===== src/rtl/mem_pkg.sv =====
// Shared definitions for the memory master: default geometry, command opcodes
// and FSM state encoding.
package mem_pkg;

  localparam int DW_DEF    = 8;
  localparam int AW_DEF    = 4;
  localparam int DEPTH_DEF = 11;

  typedef enum logic [1:0] {
    OP_NOP   = 2'b00,
    OP_WRITE = 2'b01,
    OP_FILL  = 2'b10,
    OP_READ  = 2'b11
  } op_e;

  typedef enum logic [2:0] {
    S_IDLE = 3'd0,
    S_WR   = 3'd1,
    S_RD   = 3'd2,
    S_CAP  = 3'd3,
    S_RESP = 3'd4
  } state_e;

endpackage


===== src/rtl/mem_addr_gen.sv =====
// Burst address generator: loads start/length, steps the address per beat and
// flags the final beat and any range that would run past the last valid word.
module mem_addr_gen
  import mem_pkg::*;
#(
  parameter int AW    = AW_DEF,
  parameter int DEPTH = DEPTH_DEF
) (
  input  logic          clk,
  input  logic          rst,
  input  logic          load,
  input  logic [AW-1:0] start,
  input  logic [AW-1:0] len,
  input  logic          single,
  input  logic          inc,
  output logic [AW-1:0] cur,
  output logic          last,
  output logic          rng_err
);

  localparam logic [AW:0] MAX_ADDR = (AW+1)'(DEPTH - 1);

  logic [AW-1:0] cur_q, cur_d;
  logic [AW-1:0] rem_q, rem_d;
  logic [AW-1:0] span;
  logic [AW:0]   end_addr;

  // Range check is evaluated on the raw command so the FSM can branch at acceptance.
  always_comb begin
    span     = (single || len == '0) ? '0 : len - AW'(1);
    end_addr = {1'b0, start} + {1'b0, span};
    rng_err  = ({1'b0, start} > MAX_ADDR) || (end_addr > MAX_ADDR);
    cur_d    = cur_q;
    rem_d    = rem_q;
    if (load) begin
      cur_d = start;
      rem_d = span;
    end else if (inc) begin
      cur_d = cur_q + AW'(1);
      rem_d = rem_q - AW'(1);
    end
  end

  always_ff @(posedge clk) begin
    if (rst) begin
      cur_q <= '0;
      rem_q <= '0;
    end else begin
      cur_q <= cur_d;
      rem_q <= rem_d;
    end
  end

  assign cur  = cur_q;
  assign last = (rem_q == '0);

endmodule


===== src/rtl/mem_master.sv =====
// Command-driven memory master: single writes, range fills and range reads
// against a one-cycle-latency memory, with one response stream back.
module mem_master
  import mem_pkg::*;
#(
  parameter int DW    = DW_DEF,
  parameter int AW    = AW_DEF,
  parameter int DEPTH = DEPTH_DEF
) (
  input  logic          clk,
  input  logic          rst,
  input  logic          cmd_valid,
  output logic          cmd_ready,
  input  logic [1:0]    cmd_op,
  input  logic [AW-1:0] cmd_addr,
  input  logic [AW-1:0] cmd_len,
  input  logic [DW-1:0] cmd_data,
  output logic          rsp_valid,
  input  logic          rsp_ready,
  output logic [DW-1:0] rsp_data,
  output logic          rsp_last,
  output logic          rsp_err,
  output logic          mem_wr,
  output logic          mem_rd,
  output logic [AW-1:0] mem_addr,
  output logic [DW-1:0] mem_din,
  input  logic [DW-1:0] mem_dout
);

  state_e        state_q, state_d;
  op_e           op_q, op_d;
  logic [DW-1:0] data_q, data_d;
  logic [DW-1:0] rsp_data_q, rsp_data_d;
  logic          rsp_last_q, rsp_last_d;
  logic          rsp_err_q, rsp_err_d;

  logic          ag_load, ag_inc, ag_last, ag_rng_err;
  logic [AW-1:0] ag_cur;

  mem_addr_gen #(.AW(AW), .DEPTH(DEPTH)) u_addr_gen (
    .clk     (clk),
    .rst     (rst),
    .load    (ag_load),
    .start   (cmd_addr),
    .len     (cmd_len),
    .single  (op_e'(cmd_op) == OP_WRITE),
    .inc     (ag_inc),
    .cur     (ag_cur),
    .last    (ag_last),
    .rng_err (ag_rng_err)
  );

  always_comb begin
    state_d    = state_q;
    op_d       = op_q;
    data_d     = data_q;
    rsp_data_d = rsp_data_q;
    rsp_last_d = rsp_last_q;
    rsp_err_d  = rsp_err_q;
    ag_load    = 1'b0;
    ag_inc     = 1'b0;
    case (state_q)
      S_IDLE: begin
        if (cmd_valid) begin
          op_d       = op_e'(cmd_op);
          data_d     = cmd_data;
          ag_load    = 1'b1;
          rsp_data_d = '0;
          rsp_last_d = 1'b1;
          rsp_err_d  = 1'b0;
          if (op_e'(cmd_op) == OP_NOP) begin
            state_d = S_RESP;
          end else if (ag_rng_err) begin
            rsp_err_d = 1'b1;
            state_d   = S_RESP;
          end else if (op_e'(cmd_op) == OP_READ) begin
            state_d = S_RD;
          end else begin
            state_d = S_WR;
          end
        end
      end
      S_WR: begin
        if (ag_last) state_d = S_RESP;
        else         ag_inc  = 1'b1;
      end
      S_RD: state_d = S_CAP;
      S_CAP: begin
        rsp_data_d = mem_dout;
        rsp_last_d = ag_last;
        rsp_err_d  = 1'b0;
        state_d    = S_RESP;
      end
      S_RESP: begin
        // Non-final read beats loop back for the next word; everything else ends here.
        if (rsp_ready) begin
          if (op_q == OP_READ && !rsp_last_q) begin
            ag_inc  = 1'b1;
            state_d = S_RD;
          end else begin
            state_d = S_IDLE;
          end
        end
      end
      default: state_d = S_IDLE;
    endcase
  end

  always_ff @(posedge clk) begin
    if (rst) begin
      state_q    <= S_IDLE;
      rsp_data_q <= '0;
      rsp_last_q <= 1'b0;
      rsp_err_q  <= 1'b0;
    end else begin
      state_q    <= state_d;
      rsp_data_q <= rsp_data_d;
      rsp_last_q <= rsp_last_d;
      rsp_err_q  <= rsp_err_d;
    end
  end

  always_ff @(posedge clk) begin
    op_q   <= op_d;
    data_q <= data_d;
  end

  assign cmd_ready = (state_q == S_IDLE);
  assign rsp_valid = (state_q == S_RESP);
  assign rsp_data  = rsp_data_q;
  assign rsp_last  = rsp_last_q;
  assign rsp_err   = rsp_err_q;
  assign mem_wr    = (state_q == S_WR);
  assign mem_rd    = (state_q == S_RD);
  assign mem_addr  = (state_q == S_WR || state_q == S_RD) ? ag_cur : '0;
  assign mem_din   = (state_q == S_WR) ? data_q : '0;

endmodule

===== config.mk =====
export PLATFORM = sky130hd
export DESIGN_NAME = mem_master
export DESIGN_NICKNAME = d
export VERILOG_FILES = /design/src/rtl/mem_pkg.sv /design/src/rtl/mem_addr_gen.sv /design/src/rtl/mem_master.sv
export SDC_FILE = /design/constraint.sdc
export NUM_CORES = 1
export LEC_CHECK = 0
export CORE_UTILIZATION = 49
export CTS_CLUSTER_SIZE = 28
export DETAILED_ROUTE_END_ITERATION = 8
export HOLD_SLACK_MARGIN = 0.03
export PLACE_DENSITY = 0.85
export SETUP_SLACK_MARGIN = 0.02
export SLEW_MARGIN = 20
export SYNTH_ARGS = -nofsm -noshare
export SYNTH_HDL_FRONTEND = slang
export SYNTH_HIERARCHICAL = 1
export SYNTH_SLANG_ARGS = --single-unit

===== constraint.sdc =====
create_clock -name clk -period 5.3 [get_ports clk]
set_input_delay 1.06 -clock clk [delete_from_list [all_inputs] [get_ports clk]]
set_output_delay 1.06 -clock clk [all_outputs]
set_load 0.005 [all_outputs]

==> reports/qor.yml <==
clock_network:
  clk_latency_ns: 0.34
  clk_pin_slew_ns: 0.09
  htreeDepth: 2
  max-clock-path-buffers: 2
  cts_hold_buf: 0
  cts_sinks: 31
  post_cts.repair.setup_buffers: 0
  cts_root_buffer: "clkbuf_4"
  cts_tree: "done"
  cts_resized: 0
  numCtsBuffers: 5
pwr:
  power_switching_uw: 176
  ir_worst_vdd_v: 0.000155
  leakage_uw: 0.000880
  power_density_nw_per_um2: 261
  p_seq_share_pct: 47.4
  p_int_uw: 435
  power_frac_clock_pct: 25.8
  p_comb_share_pct: 26.7
  swShare_pct: 28.9
logic_synthesis:
  yosys.area.top_type: "dfxtp_1"
  ys_seq_elements: 31
  netlist_area_sq_um: 1700
  synth_most_common_cell: "dfxtp_1"
  async_flop_share_pct: 0
  ys.flop_type: "dfxtp_1"
  yosysTopAreaCellShare_pct: 24.8
  synth.area.top_cells: "dfxtp_1 25%, edfxtp_1 18%, and2_1 5.2%, ha_1 5.2%, nor2_1 4.0%"
  synth_cells: 176
  synth_commonest_cells: "21 x dfxtp_1, 18 x nor2_1, 14 x and2_1"
  synth_nets: 214
  ys_types: 49
  synth_edf_count: 10
  yosysSeqAreaShare_pct: 42.5
  synth.avg_cell_area_sq_um: 9.64
  yosys_warnings: 6
sta:
  setup_tns_ns: 0
  maxSlewHeadroom_pct: 48.2
  worstMarginPinSlew_ns: 0.775
  drv_slew: 0
  post-route-period-util_pct: 74.0
  finalSetupViolCount: 0
  rsz0062_at_grt: "false"
  finalClockSkew_ns: 0.0112
  whs_ns: 0.504
  hold_violations: 0
  max_freq_mhz: 255
  min_period_ns: 3.92
setup_path:
  slowest_stage: "clkdlybuf4s50_1"
  critPathArrivalTime_ns: 4.18
  worst-path-buf-inv: 2
  cp-end-kind: "register"
  cp-start-kind: "input port"
  path_class: "input port to register"
  crit_fanout: 5
  cp_slowest_stage_delay_ns: 0.50
  cp_data_required_time_ns: 5.56
  cp_top_family: "compound AO/OA/AOI/OAI gates"
  path_cells: "clkdlybuf4s50_1 > inv_1 > ha_1 > a211oi_1 > ha_1 > fa_1 > a21oi_1 > nor3_1 > a311o_1 > o21ai_0 > or4b_1 > a21oi_1"
global_routing:
  grt_pass1_wl_mm: 5.81
  grt_pass1_vias: 1277
  antenna_found_initial: 0
  met3_usage_pct: 6.61
  grt_busiest_layer: "met2"
  grt_max_degree: 22
  globalRoute.totalOverflow: 0
  grtUsageMet1_pct: 27.5
  use_met2_pct: 33.1
  track_usage_pct: 21.7
finish:
  num-nets-final: 270
  syn_to_final_growth_pct: 38.0
  stdcell_count: 279
  antenna_cells: 0
  drive_gt1_share_pct: 7.30
run:
  cap_violations: 0
drt:
  drt_iter0_drc: 62
  routed_wl_mm: 3.76
  first_pass_iters: 4
  route.detailed.drc: 0
  dr_total_vias: 1485
  route.antenna.remaining_nets: 0
  wl_per_cell_microns: 13.5
  vias_per_cell: 5.32
placed_design:
  gp_congestion: 0.805
  placed_cells: 271
  io_buffer_count: 55
  dp_hpwl_mm: 2.81
floorplan:
  row_count: 21
  pin_count: 56
  die_w_microns: 60.8
  coreArea_sq_um: 3340
  die_y_microns: 60.8
  start_util_pct: 50.8
  die_area_sq_um: 3700
run_status:
  outcome: "complete, no violations"
min_path:
  min_path_type: "register to register"
[sequential cells by signal (all words and copies together), names as in the netlist]
signal            count
op_q                  2
rsp_err               1
u_addr_gen/rem_q      4
u_addr_gen/cur        4
rsp_data              8
data_q                8
rsp_last              1
state_q               3
[tightest hold or removal path, cell delays in order (launching register included)]
cell and delay [ns]:
dfxtp_1 0.32, inv_1 0.06, a221oi_1 0.07
[cells in the final DEF (no fill, tap or decap), drive strengths merged, types with 3 or more instances in the layout]
cell type and instances:
nor3b 5, inv 12, edfxtp 10, clkbuf 8, nor2 18, dfxtp 21, nand3b 3, a21oi 7
and2 14, xnor2 3, nor2b 3, nand2 8, nor3 7, o21ai 3, xor2 3, ha 7
a22oi 8, a211oi 5, clkdlybuf4s50 55
[metal layers]
metal	vias up	routed length [microns]
met1	677	1750
met4	0	99
met3	11	182
li1	751	-
met2	46	1720
met5	-	0
[worst paths after layout]
check                                              from  slack (ns)                               end  cells past startpoint
worst max-delay path                         cmd_len[0]        1.38           state_q[0]$_SDFFE_PP0P_                     12
worst min-delay path              rsp_last$_SDFFE_PP0P_        0.50             rsp_last$_SDFFE_PP0P_                      2
worst max register to register  state_q[0]$_SDFFE_PP0P_        2.92  u_addr_gen/rem_q[1]$_SDFFE_PP0P_                      8
worst min register to register    rsp_last$_SDFFE_PP0P_        0.50             rsp_last$_SDFFE_PP0P_                      2
[power groups by stage]
stage,logic [uW],registers (uW),clock network (uW)
floorplan,106,286,0
finish,164,290,158
global placement,159,294,0
global route,183,293,173
detailed placement,163,295,0
CTS,164,289,162
[kinds of logic (layout without fill, tap and decap cells)]
family / after synthesis / after routing / synth area share [%]
and+or+nand+nor: 68 / 68 / 22.6
AOI/OAI and AO/OA: 40 / 40 / 17.9
DFF: 31 / 31 / 42.5
buffers and inverters: 19 / 76 / 5.01
adders and majority gates: 8 / 8 / 6.34
xor gates and xnor gates: 6 / 6 / 3.10
muxes: 4 / 4 / 2.51
[area by class of cell]
cell class | instances | area, sq um
Tap cell | 46 | 57.6
Fill cell | 276 | 996
Multi-Input combinational cell | 126 | 891
Clock buffer | 8 | 68.8
Timing Repair Buffer | 56 | 558
Inverter | 12 | 45.0
Sequential cell | 31 | 721
[stage by stage]
stage	setup slack, ns	instance area, sq um	util (%)	total power [uW]
6_report	1.38	2340	70.2	612
5_1_grt	1.19	2340	70.2	649
4_1_cts	1.37	2340	70.2	615
3_5_place_dp	1.01	2270	68.1	458
3_3_place_gp	1.13	2270	68.1	453
2_1_floorplan	1.78	1700	-	392
Note: power is estimated with default switching activity, not from simulation.
